### src/rtl/pinput_sync_array.sv
// Configurable array of pad input conditioners: per-channel synchronizer, optional
// glitch filter, inversion and edge detection, configured through a serial chain.
module pinput_sync_array #(
  parameter int NUM_CH      = 4,
  parameter int SYNC_STAGES = 2,
  parameter int FILT_W      = 4
) (
  input  logic              clk,
  input  logic              rst_n,
  input  logic              cfg_en,
  input  logic              ccff_head,
  output logic              ccff_tail,
  input  logic [NUM_CH-1:0] gfpga_pad_A2F,
  output logic [NUM_CH-1:0] gfpga_pad_mode_o,
  output logic [NUM_CH-1:0] fpga_in_o,
  output logic [NUM_CH-1:0] fpga_rise_o,
  output logic [NUM_CH-1:0] fpga_fall_o
);

  localparam int CW = 3 * NUM_CH;
  // Count value at which the next differing sample completes a MAXC-long run.
  localparam logic [FILT_W-1:0] LAST = FILT_W'((2 ** FILT_W) - 2);

  logic [CW-1:0] cfg;

  always_ff @(posedge clk or negedge rst_n) begin
    if (!rst_n) begin
      cfg <= '0;
    end else if (cfg_en) begin
      cfg <= {cfg[CW-2:0], ccff_head};
    end
  end

  assign ccff_tail = cfg[CW-1];

  generate
    for (genvar gi = 0; gi < NUM_CH; gi++) begin : g_ch
      logic [1:0]             mode;
      logic                   inv;
      logic [SYNC_STAGES-1:0] sync_chain;
      logic                   sync_bit;
      logic                   stable;
      logic [FILT_W-1:0]      count;
      logic                   prev;
      logic                   in_val;

      assign mode     = cfg[3*gi+2 -: 2];
      assign inv      = cfg[3*gi];
      assign sync_bit = sync_chain[SYNC_STAGES-1];

      assign gfpga_pad_mode_o[gi] = |mode;

      always_ff @(posedge clk or negedge rst_n) begin
        if (!rst_n) begin
          sync_chain <= '0;
        end else begin
          sync_chain <= {sync_chain[SYNC_STAGES-2:0], gfpga_pad_A2F[gi]};
        end
      end

      // Filter state only runs in mode 11 with the chain idle; otherwise it is parked at 0.
      always_ff @(posedge clk or negedge rst_n) begin
        if (!rst_n) begin
          stable <= 1'b0;
          count  <= '0;
        end else if (cfg_en || mode != 2'b11) begin
          stable <= 1'b0;
          count  <= '0;
        end else if (sync_bit == stable) begin
          count <= '0;
        end else if (count == LAST) begin
          stable <= ~stable;
          count  <= '0;
        end else begin
          count <= count + FILT_W'(1);
        end
      end

      always_comb begin
        in_val = 1'b0;
        if (!cfg_en) begin
          case (mode)
            2'b01:   in_val = gfpga_pad_A2F[gi] ^ inv;
            2'b10:   in_val = sync_bit ^ inv;
            2'b11:   in_val = stable ^ inv;
            default: in_val = 1'b0;
          endcase
        end
      end

      assign fpga_in_o[gi] = in_val;

      always_ff @(posedge clk or negedge rst_n) begin
        if (!rst_n) begin
          prev <= 1'b0;
        end else if (cfg_en || !mode[1]) begin
          prev <= 1'b0;
        end else begin
          prev <= in_val;
        end
      end

      // Edges are only meaningful for the registered paths; the direct path has none.
      assign fpga_rise_o[gi] = (mode[1] && !cfg_en) ? (in_val & ~prev) : 1'b0;
      assign fpga_fall_o[gi] = (mode[1] && !cfg_en) ? (~in_val & prev) : 1'b0;
    end
  endgenerate

endmodule

### config.mk
export PLATFORM = sky130hd
export DESIGN_NAME = pinput_sync_array
export DESIGN_NICKNAME = d
export VERILOG_FILES = /design/src/rtl/pinput_sync_array.sv
export SDC_FILE = /design/constraint.sdc
export NUM_CORES = 1
export LEC_CHECK = 0
export BUFFER_PORTS_ARGS = -buffer_cell sky130_fd_sc_hd__clkbuf_2
export CORE_AREA = 2 2 61 63
export CTS_CLUSTER_DIAMETER = 120
export CTS_CLUSTER_SIZE = 25
export DETAILED_ROUTE_END_ITERATION = 8
export DIE_AREA = 0 0 63 65
export GPL_ROUTABILITY_DRIVEN = 0
export PLACE_DENSITY = 0.8
export SLEW_MARGIN = 0
export SYNTH_ARGS = -nofsm -noshare
export SYNTH_HDL_FRONTEND = slang
export SYNTH_SLANG_ARGS = --single-unit
export TNS_END_PERCENT = 5
### constraint.sdc
create_clock -name clk -period 1.7 [get_ports clk]
set_input_delay 0.085 -clock clk [delete_from_list [all_inputs] [get_ports clk]]
set_output_delay 0.085 -clock clk [all_outputs]
set_load 0.03 [all_outputs]
==> impl_results.md <==
* Outcome: finished, violations left
* Failing checks: negative setup slack
* CP required at 1620 ps
* Most frequent cells after synthesis: 44 x dfrtp_1, 23 x nor2_1, 16 x nand2_1, 11 x nand3_1, 11 x xor2_1
* Endpoints failing hold at 0
* Leak at 1.21 nW
* Initial antenna violation count at 0
* Slew headroom at 63.3%
* CTS tree: done
* Cells after Synth at 176
* Final slew viol count at 0
* Non-Filler Instances at 269
* Sequential cell area at 1100 um2
* Design Area, Final at 2470 um2
* Post-Route WL at 4.02 mm
* H-tree depth at 2
* Crit path max fanout at 3
* P&R area growth vs syn at 24.6%
* Crit path largest cell delay at 400 ps
* CTS root buffer: clkbuf_4
* Final setup viols at 5
* Critical-path cell list: mux2i_1, xor2_1, buf_4, nor3_1, buf_4
* Crit path DAT at 1660 ps
* Final nets at 236
* Type of the worst setup path: reg -> out
* Most common cell on crit path: buf_4
* Cells taking the most area after synthesis: dfrtp_1 55%, ha_1 5.0%, xor2_1 4.9%
* Post-synthesis sequential area ratio at 55.5%
* Synth Area per Inst at 11.3 um2
* DR DRC count at 0
* Most frequent cell after synthesis: dfrtp_1
* # fillers at 261
* Final HPWL DP at 2.38 mm
* Final min period at 1750 ps
* Diodes inserted at 0
* Yosys cell types at 23
* Row count at 22
* CTS sink cnt at 44
* Vias at 1401
* Number of synthesized register bits at 44
* Worst Setup End Kind: primary output
* Layout cell share with drive strength beyond 1 at 27.6%
* Post-route setup TNS at -160 ps
* Core Area at 3500 um2
* Synth Cell Area at 1990 um2
* Multi-input logic area at 880 um2
* Routed WL per cell at 14.9 um
* PnR worst setup slack at -47.7 ps
* Ports at 25
* Inst Count DP at 243
* Fmax at 572 MHz
* Reg-to-reg slack, setup at 80 ps
* Synth top area share at 55.5%
* Worst Tran Pin Value at 551 ps
* Worst-path clk slew at 120 ps
* Die area at 4100 um2
* DRT Pass-1 Iters at 4
* First-pass GRT wire length at 6.89 mm
* Slowest cell on crit path: dfrtp_1
* Initial Util at 56.8%
* Max Cap Viol at 0
* Total GRT Usage at 22.2%
* Period utilization at 103%
* Width of the die at 63 um
* Number of routed nets with antenna violations at 0
* Drt via density at 5.21
* Syn_nets at 192
* Cell Pwr Density at 956 nW/um2
* Die height at 65 um
* Hold WC Path Type: in -> reg
* Synth warn at 0
* Area leader, netlist: dfrtp_1
* DR iter-0 viols at 90
* DP Area at 2130 um2
* VDD IR max at 0.000753 V
* Total gr overflow at 0
* Vias in the first global route at 1483
* Worst skew pair latency at 350 ps
* Async SR Flop Fraction at 100%
* Top_reg_cell synth: dfrtp_1
* CP startpoint kind: flop
* I/O Buffers at 24
* CTS buffer count at 5
* Unrepaired setup endpoints after global routing: true
* Worst Clk Skew at 8.72 ps
* Largest net degree at the start of global routing at 45
* Number of synthesized flops with an enable pin at 0
* Clk buf depth at 2
## metrics by stage
stage / utilization (%) / setup WS [ps] / power [mW] / hold WS (ps)
after CTS: 68.8 / -42.9 / 2.32 / 203
after detailed placement: 61.0 / 208 / 1.67 / 193
final: 70.8 / -47.7 / 2.37 / 233
after global routing: 70.8 / -185 / 2.48 / 246
after floorplan: - / 92.2 / 1.55 / -211
after global placement: 61.0 / 314 / 1.65 / 176
## state kept, by name, indices dropped and copies added, names as in the netlist
register / flops
g_ch.sync_chain: 8
g_ch.stable: 4
g_ch.count: 16
cfg: 12
g_ch.prev: 4
## cell usage in the layout (no fill, tap or decap), drive strengths merged
| master | count |
|---|---|
| and3 | 2 |
| and4b | 2 |
| buf | 21 |
| clkbuf | 24 |
| dfrtp | 44 |
| dlygate4sd3 | 6 |
| ha | 8 |
| inv | 4 |
| mux2 | 5 |
| mux2i | 8 |
| nand2 | 16 |
| nand2b | 7 |
| nand3 | 11 |
| nand4 | 2 |
| nand4bb | 2 |
| nor2 | 23 |
| nor2b | 2 |
| nor3 | 4 |
| nor3b | 2 |
| o32ai | 3 |
| or2 | 4 |
| or3 | 1 |
| xnor2 | 9 |
| xor2 | 11 |
## path summary, 6_finish.rpt
kind                                            startpoint                               to  cells past startpoint
max                                     cfg[4]$_DFFE_PN0P_                   fpga_rise_o[1]                      5
min                                                 cfg_en               cfg[5]$_DFFE_PN0P_                      3
max reg2reg                             cfg[1]$_DFFE_PN0P_           g_ch[0].prev$_DFF_PN0_                      9
min reg2reg                g_ch[1].sync_chain[0]$_DFF_PN0_  g_ch[1].sync_chain[1]$_DFF_PN0_                      0
max in group asynchronous                            rst_n               cfg[7]$_DFFE_PN0P_                      3
min in group asynchronous                            rst_n       g_ch[3].count[3]$_DFF_PN0_                      3
## layer usage
metal	share of wire, %	up-vias	GRT usage [%]
met5	0	-	0
met4	1.8	0	9.72
met2	54	32	40.3
li1	-	670	-
met1	41	691	25.0
met3	3.7	8	5.03
## report_power, final
group / switching (mW) / internal, mW / total, mW
logic: 0.335 / 0.290 / 0.625
registers: 0.0959 / 1.12 / 1.22
clock network: 0.319 / 0.205 / 0.523
total: 0.750 / 1.62 / 2.37
## worst max-delay path, delay by kind of cell (launching register included)
| kind | cells | cell delay [ps] |
|---|---|---|
| flip-flops | 1 | 400 |
| multiplexers | 1 | 240 |
| XOR/XNOR | 1 | 130 |
| buffers and inverters | 2 | 360 |
| AND/OR/NAND/NOR | 1 | 180 |
## final cells by class
type,instances,share of cell area [%]
clock buffers,8,2.38
inverters,4,0.607
multi-input cells,122,35.6
flip-flops and latches,44,44.6
well taps,48,2.43
repair buffers,43,14.5
## what timing repair did
| action | 4_1_cts | 5_1_grt |
|---|---|---|
| hold buffers | 6 | 0 |
| buffers inserted | 11 | 1 |
| setup endpoints to repair | 9 | 13 |
| pin swaps | 3 | 6 |
| endpoints found under the hold margin | 49 | 0 |
| gates resized for setup | 18 | 22 |
## cell families after synthesis
group                      after synthesis  synth area share (%)
xor gates and xnor gates                20                  8.82
buffers and inverters                   10                  2.77
adders and majority gates                8                  5.04
and+or+nand+nor                         78                  19.7
AOI/OAI and AO/OA                        3                  1.32
muxes                                   13                  6.87
DFF                                     44                  55.5
(Power assumes the default switching activity.)
